$ cat config.mk
export PLATFORM = sky130hd
export DESIGN_NAME = pcie_dllp_tx_arbiter
export DESIGN_NICKNAME = d
export VERILOG_FILES = /design/src/rtl/pcie_datalink_pkg.sv /design/src/rtl/pcie_dllp_prio_sel.sv /design/src/rtl/pcie_dllp_tx_arbiter.sv
export SDC_FILE = /design/constraint.sdc
export NUM_CORES = 1
export LEC_CHECK = 0
export BUFFER_PORTS_ARGS = -buffer_cell sky130_fd_sc_hd__buf_2
export CORE_AREA = 2 2 68 70
export DETAILED_ROUTE_END_ITERATION = 8
export DIE_AREA = 0 0 70 72
export PLACE_DENSITY_LB_ADDON = 0.12
export SYNTH_ARGS = -nofsm -noshare
export SYNTH_HDL_FRONTEND = slang
export SYNTH_SLANG_ARGS = --single-unit
$ cat constraint.sdc
create_clock -name clk_i -period 2.1 [get_ports clk_i]
set_input_delay 0.21 -clock clk_i [delete_from_list [all_inputs] [get_ports clk_i]]
set_output_delay 0.21 -clock clk_i [all_outputs]
set_load 0.02 [all_outputs]
$ cat src/rtl/pcie_datalink_pkg.sv
// Shared types and constants for the PCIe data link layer DLLP transmit path.
package pcie_datalink_pkg;

  typedef enum logic {
    ST_IDLE,
    ST_LOCK
  } dllp_arb_state_e;

  localparam logic [1:0] GntAck  = 2'd0;
  localparam logic [1:0] GntFc   = 2'd1;
  localparam logic [1:0] GntUpd  = 2'd2;
  localparam logic [1:0] GntNone = 2'd3;

  localparam int unsigned StarveLimitDefault = 16;

endpackage

$ cat src/rtl/pcie_dllp_prio_sel.sv
// Fixed-priority selector for DLLP sources (ack > fc > upd) with a force-upd override.
module pcie_dllp_prio_sel
  import pcie_datalink_pkg::*;
(
  input  logic [2:0] elig_i,
  input  logic       force_upd_i,
  output logic [1:0] gnt_o
);

  always_comb begin
    gnt_o = GntNone;
    if (force_upd_i && elig_i[2]) begin
      gnt_o = GntUpd;
    end else if (elig_i[0]) begin
      gnt_o = GntAck;
    end else if (elig_i[1]) begin
      gnt_o = GntFc;
    end else if (elig_i[2]) begin
      gnt_o = GntUpd;
    end
  end

endmodule

$ cat src/rtl/pcie_dllp_tx_arbiter.sv
// Packet-granular arbiter merging Ack/Nak, FC init and UpdateFC DLLP streams.
// Optional starvation guard for UpdateFC: define DLLP_ARB_STARVE_EN.
module pcie_dllp_tx_arbiter
  import pcie_datalink_pkg::*;
#(
  parameter int unsigned DATA_WIDTH   = 32,
  parameter int unsigned KEEP_WIDTH   = DATA_WIDTH / 8,
  parameter int unsigned USER_WIDTH   = 3,
  parameter int unsigned STARVE_LIMIT = StarveLimitDefault
) (
  input  logic                  clk_i,
  input  logic                  rst_ni,
  input  logic                  dl_active_i,

  input  logic [DATA_WIDTH-1:0] s_ack_axis_tdata,
  input  logic [KEEP_WIDTH-1:0] s_ack_axis_tkeep,
  input  logic                  s_ack_axis_tvalid,
  input  logic                  s_ack_axis_tlast,
  input  logic [USER_WIDTH-1:0] s_ack_axis_tuser,
  output logic                  s_ack_axis_tready,

  input  logic [DATA_WIDTH-1:0] s_fc_axis_tdata,
  input  logic [KEEP_WIDTH-1:0] s_fc_axis_tkeep,
  input  logic                  s_fc_axis_tvalid,
  input  logic                  s_fc_axis_tlast,
  input  logic [USER_WIDTH-1:0] s_fc_axis_tuser,
  output logic                  s_fc_axis_tready,

  input  logic [DATA_WIDTH-1:0] s_upd_axis_tdata,
  input  logic [KEEP_WIDTH-1:0] s_upd_axis_tkeep,
  input  logic                  s_upd_axis_tvalid,
  input  logic                  s_upd_axis_tlast,
  input  logic [USER_WIDTH-1:0] s_upd_axis_tuser,
  output logic                  s_upd_axis_tready,

  output logic [DATA_WIDTH-1:0] m_axis_tdata,
  output logic [KEEP_WIDTH-1:0] m_axis_tkeep,
  output logic                  m_axis_tvalid,
  output logic                  m_axis_tlast,
  output logic [USER_WIDTH-1:0] m_axis_tuser,
  input  logic                  m_axis_tready,

  output logic [1:0]            grant_o
);

  if (STARVE_LIMIT == 0) begin : g_bad_limit
    $error("STARVE_LIMIT must be at least 1");
  end

  dllp_arb_state_e state_q, state_d;
  logic [1:0]      grant_q, grant_d;
  logic [2:0]      elig;
  logic [1:0]      sel_gnt;
  logic            force_upd;

  assign elig = {s_upd_axis_tvalid & dl_active_i, s_fc_axis_tvalid, s_ack_axis_tvalid};

  pcie_dllp_prio_sel u_prio_sel (
    .elig_i      (elig),
    .force_upd_i (force_upd),
    .gnt_o       (sel_gnt)
  );

`ifdef DLLP_ARB_STARVE_EN
  localparam int unsigned CntW = $clog2(STARVE_LIMIT + 1);
  logic [CntW-1:0] starve_cnt;

  always_ff @(posedge clk_i or negedge rst_ni) begin
    if (!rst_ni) begin
      starve_cnt <= '0;
    end else if (state_q == ST_IDLE && |elig) begin
      if (sel_gnt == GntUpd) begin
        starve_cnt <= '0;
      end else if (elig[2] && starve_cnt != CntW'(STARVE_LIMIT)) begin
        starve_cnt <= starve_cnt + 1'b1;
      end
    end
  end

  assign force_upd = (starve_cnt == CntW'(STARVE_LIMIT));
`else
  assign force_upd = 1'b0;
`endif

  always_ff @(posedge clk_i or negedge rst_ni) begin
    if (!rst_ni) begin
      state_q <= ST_IDLE;
      grant_q <= GntNone;
    end else begin
      state_q <= state_d;
      grant_q <= grant_d;
    end
  end

  // Output path is a pure mux on the registered owner; nothing is buffered here.
  always_comb begin
    m_axis_tdata      = '0;
    m_axis_tkeep      = '0;
    m_axis_tvalid     = 1'b0;
    m_axis_tlast      = 1'b0;
    m_axis_tuser      = '0;
    s_ack_axis_tready = 1'b0;
    s_fc_axis_tready  = 1'b0;
    s_upd_axis_tready = 1'b0;
    if (state_q == ST_LOCK) begin
      case (grant_q)
        GntAck: begin
          m_axis_tdata      = s_ack_axis_tdata;
          m_axis_tkeep      = s_ack_axis_tkeep;
          m_axis_tvalid     = s_ack_axis_tvalid;
          m_axis_tlast      = s_ack_axis_tlast;
          m_axis_tuser      = s_ack_axis_tuser;
          s_ack_axis_tready = m_axis_tready;
        end
        GntFc: begin
          m_axis_tdata      = s_fc_axis_tdata;
          m_axis_tkeep      = s_fc_axis_tkeep;
          m_axis_tvalid     = s_fc_axis_tvalid;
          m_axis_tlast      = s_fc_axis_tlast;
          m_axis_tuser      = s_fc_axis_tuser;
          s_fc_axis_tready  = m_axis_tready;
        end
        GntUpd: begin
          m_axis_tdata      = s_upd_axis_tdata;
          m_axis_tkeep      = s_upd_axis_tkeep;
          m_axis_tvalid     = s_upd_axis_tvalid;
          m_axis_tlast      = s_upd_axis_tlast;
          m_axis_tuser      = s_upd_axis_tuser;
          s_upd_axis_tready = m_axis_tready;
        end
        default: ;
      endcase
    end
  end

  always_comb begin
    state_d = state_q;
    grant_d = grant_q;
    case (state_q)
      ST_IDLE: begin
        if (|elig) begin
          state_d = ST_LOCK;
          grant_d = sel_gnt;
        end
      end
      ST_LOCK: begin
        if (m_axis_tvalid && m_axis_tready && m_axis_tlast) begin
          state_d = ST_IDLE;
          grant_d = GntNone;
        end
      end
      default: begin
        state_d = ST_IDLE;
        grant_d = GntNone;
      end
    endcase
  end

  assign grant_o = grant_q;

endmodule
==> impl_metrics.py <==
metrics = {
    "logic_synthesis": {
        "synthXorXnorAreaFrac_pct": 0,
        "synthArstFlopShare_pct": 100,
        "synth_warnings": 0,
        "synthAdderAreaFrac_pct": 0,
        "yosysSeqAreaShare_pct": 6.48,
        "avgSynthCellArea_um2": 5.99,
        "synth_compound_area_share_pct": 19.7,
        "synth_common_cells": "nor2_1, mux2i_1, a21oi_1",
        "synth-edff-count": 0,
        "yosys.area_share.simple_pct": 31.3,
        "postSynthCellCount": 200,
        "synthFlopType": "dfstp_2",
        "synthesis.area_um2": 1200,
        "synth_nets": 327,
        "synth_top_area_share_pct": 34.3,
        "muxShareOfSynthArea_pct": 34.3,
        "synth_top_cells_by_area": "mux2i_1, nor2_1, a21oi_1, dfstp_2, buf_2",
        "synth_top_family_by_area": "multiplexers",
        "yosysTopAreaCell": "mux2i_1",
        "yosysMostFrequentCell": "nor2_1",
        "ys_ff_latch": 3,
        "yosysUniqueCellTypes": 22,
    },
    "placement": {
        "dpl-instance-area_um2": 2100,
        "dp_hpwl_um": 3830,
        "gp_congestion": 0.793,
        "dp_cells": 413,
        "port_buffers": 172,
    },
    "cells_and_area": {
        "fin_util_pct": 51.8,
        "drive_gt1_share_pct": 51.4,
        "n_fill_cell": 461,
        "diodes": 0,
        "stdcell_area_um2": 2210,
        "syn_to_final_growth_pct": 84.3,
        "nNetsFinal": 498,
        "fin_cells": 422,
    },
    "detailed_routing": {
        "initialDrtViolationCount": 70,
        "wl_um": 5170,
        "wl_per_cell_um": 12.2,
        "via_per_inst": 4.65,
        "drc": 0,
        "postRouteAntennaNets": 0,
        "drt_pass1_iterations": 4,
        "num_vias": 1963,
    },
    "sta": {
        "tns_ns": 0,
        "rsz0062_at_grt": "false",
        "hold_viol_final": 0,
        "period_share_pct": 92.5,
        "finalClockSkew_ns": 0.00242,
        "finalSetupViolCount": 0,
        "fmax_mhz": 515,
        "max_slew.worst_pin.slew_ns": 0.424,
        "relSlewSlack_pct": 71.7,
        "min_period_ns": 1.94,
        "slew_viol_final": 0,
    },
    "global_routing": {
        "grt_usage_pct": 18.6,
        "overflow": 0,
        "antenna_found_initial": 0,
        "grt_pass1_vias": 1786,
        "grt_pass1_wl_um": 7910,
        "grt_max_degree": 41,
    },
    "power_and_ir_drop": {
        "power.net_switching_mw": 1.71,
        "clock_power_share_pct": 5.6,
        "p_leak_nw": 1.41,
        "internal_power_mw": 1.32,
        "design_power_total_mw": 3.03,
        "switching_share_pct": 56.5,
        "ir_worst_vdd_v": 0.000731,
        "seqPwrFrac_pct": 5.7,
        "pwr-share-comb_pct": 88.7,
        "p_per_area_nw_per_um2": 1370,
    },
    "setup_path": {
        "rr_startpoint": "grant_o[1]$_DFFE_PN1P_",
        "crit_chain": "buf_4 -> nor2b_2 -> buf_4 -> a21oi_1 -> nor2_1 -> buf_2",
        "arrival_ns": 1.73,
        "r2r_setup_slack_ns": 0.38,
        "critPathLaunchType": "flip-flop",
        "required_ns": 1.89,
        "rr_worst_depth": 5,
        "crit_family": "flip-flops",
        "cp_slowest_cell": "dfstp_4",
        "crit_path_frequent_cell": "buf_4",
        "crit_type": "flip-flop to output pin",
        "path_max_fanout": 24,
        "path_buf_inv": 3,
        "critPathMaxStageDelay_ns": 0.68,
        "rr_endpoint": "grant_o[1]$_DFFE_PN1P_",
        "critPathCaptureType": "output pin",
    },
    "hold_path": {
        "hold_class": "primary input to flip-flop",
        "worstHoldPathCells": 3,
        "holdPathEnd": "state_q$_DFF_PN0_",
        "hold_start": "dl_active_i",
    },
    "clock_tree": {
        "numCtsBuffers": 3,
        "root_buffer": "clkbuf_8",
        "clk_pin_slew_ns": 0.03,
        "cts_num_sinks": 3,
        "clock_path_buffers": 2,
        "clk_latency_ns": 0.22,
        "tritoncts": "built",
        "cts_htree_levels": 1,
    },
    "floorplan": {
        "ios": 173,
        "core_area_um2": 4260,
        "die_w_um": 70,
        "die-area_um2": 5040,
        "dieHeight_um": 72,
        "start_util_pct": 28.1,
        "rows": 24,
    },
    "run": {
        "cap_violations": 0,
    },
    "status": {
        "status": "finished, final reports clean",
    },
}
[what timing repair did]
item | in CTS | in global routing
setup endpoints to repair | 0 | 21
hold buffers | 1 | 0
gates resized for setup | 0 | 2
endpoints found under the hold margin | 3 | 0
buffers inserted | 0 | 3
[per-layer routing]
metal / share of wire, % / GRT usage (%) / vias up / routed length (µm)
met5: 0 / 0 / - / 0
met4: 1.5 / 5.34 / 0 / 80
met3: 7.7 / 3.19 / 8 / 399
met2: 51 / 35.3 / 98 / 2650
met1: 39 / 21.4 / 838 / 2030
li1: - / - / 1019 / -
[cell type report]
type                    instances  area (µm²)  share of cell area (%)
clock buffers                   4        45.0                    2.04
inverters                       1        3.75                   0.170
multi-input cells             178        1020                    46.4
repair buffers                184         987                    44.7
flip-flops and latches          3        81.3                    3.68
well taps                      52        65.1                    2.95
[how the worst max path moves through the flow]
stage / startpoint / endpoint / slack (ns) / depth (start not counted)
6_report: grant_o[1]$_DFFE_PN1P_ / m_axis_tdata[16] / 0.16 / 6
5_1_grt: grant_o[0]$_DFFE_PN1P_ / m_axis_tdata[22] / 0.02 / 5
4_1_cts: grant_o[1]$_DFFE_PN1P_ / m_axis_tkeep[3] / 0.08 / 6
3_5_place_dp: grant_o[1]$_DFFE_PN1P_ / m_axis_tkeep[3] / 0.31 / 6
3_3_place_gp: grant_o[1]$_DFFE_PN1P_ / m_axis_tdata[6] / 0.33 / 6
2_1_floorplan: grant_o[1]$_DFFE_PN1P_ / s_upd_axis_tready / 0.35 / 3
[registers in the layout, indices dropped and copies added, names as in the netlist]
signal,cells
state_q,1
grant_o,2
[power by group through the flow]
| stage | logic [mW] | registers, mW | clock network (mW) |
|---|---|---|---|
| detailed placement | 2.59 | 0.170 | 0 |
| finish | 2.69 | 0.174 | 0.170 |
| CTS | 2.61 | 0.169 | 0.175 |
| global route | 2.93 | 0.182 | 0.180 |
| global placement | 2.60 | 0.168 | 0 |
| floorplan | 1.86 | 0.139 | 0 |
[kinds of logic (layout without fill, tap and decap cells)]
kind of cell           after synthesis  after routing
AOI/OAI and AO/OA                   45             45
and+or+nand+nor                     92             92
buffers and inverters               19            189
DFF                                  3              3
muxes                               41             41
[tightest hold or removal path: stages]
cell,delay (ns)
buf_2,0.09
nand2_1,0.09
a31oi_1,0.08
[layout by cell type, fill, tap and decap left out, drive strengths merged, types with 2 or more instances in the layout]
| cell type | n |
|---|---|
| a21oi | 40 |
| and2 | 2 |
| buf | 182 |
| clkbuf | 5 |
| dfstp | 2 |
| mux2i | 41 |
| nand2 | 2 |
| nand3b | 2 |
| nor2 | 81 |
| o21ai | 2 |
| o32a | 2 |
[stage by stage]
step | hold slack, ns | setup slack (ns)
2_1_floorplan | -0.0856 | 0.352
3_3_place_gp | 0.0128 | 0.334
3_5_place_dp | 0.0117 | 0.314
4_1_cts | 0.299 | 0.0795
5_1_grt | 0.320 | 0.0246
6_report | 0.300 | 0.157
No activity file was read; power rests on OpenSTA's default activity.
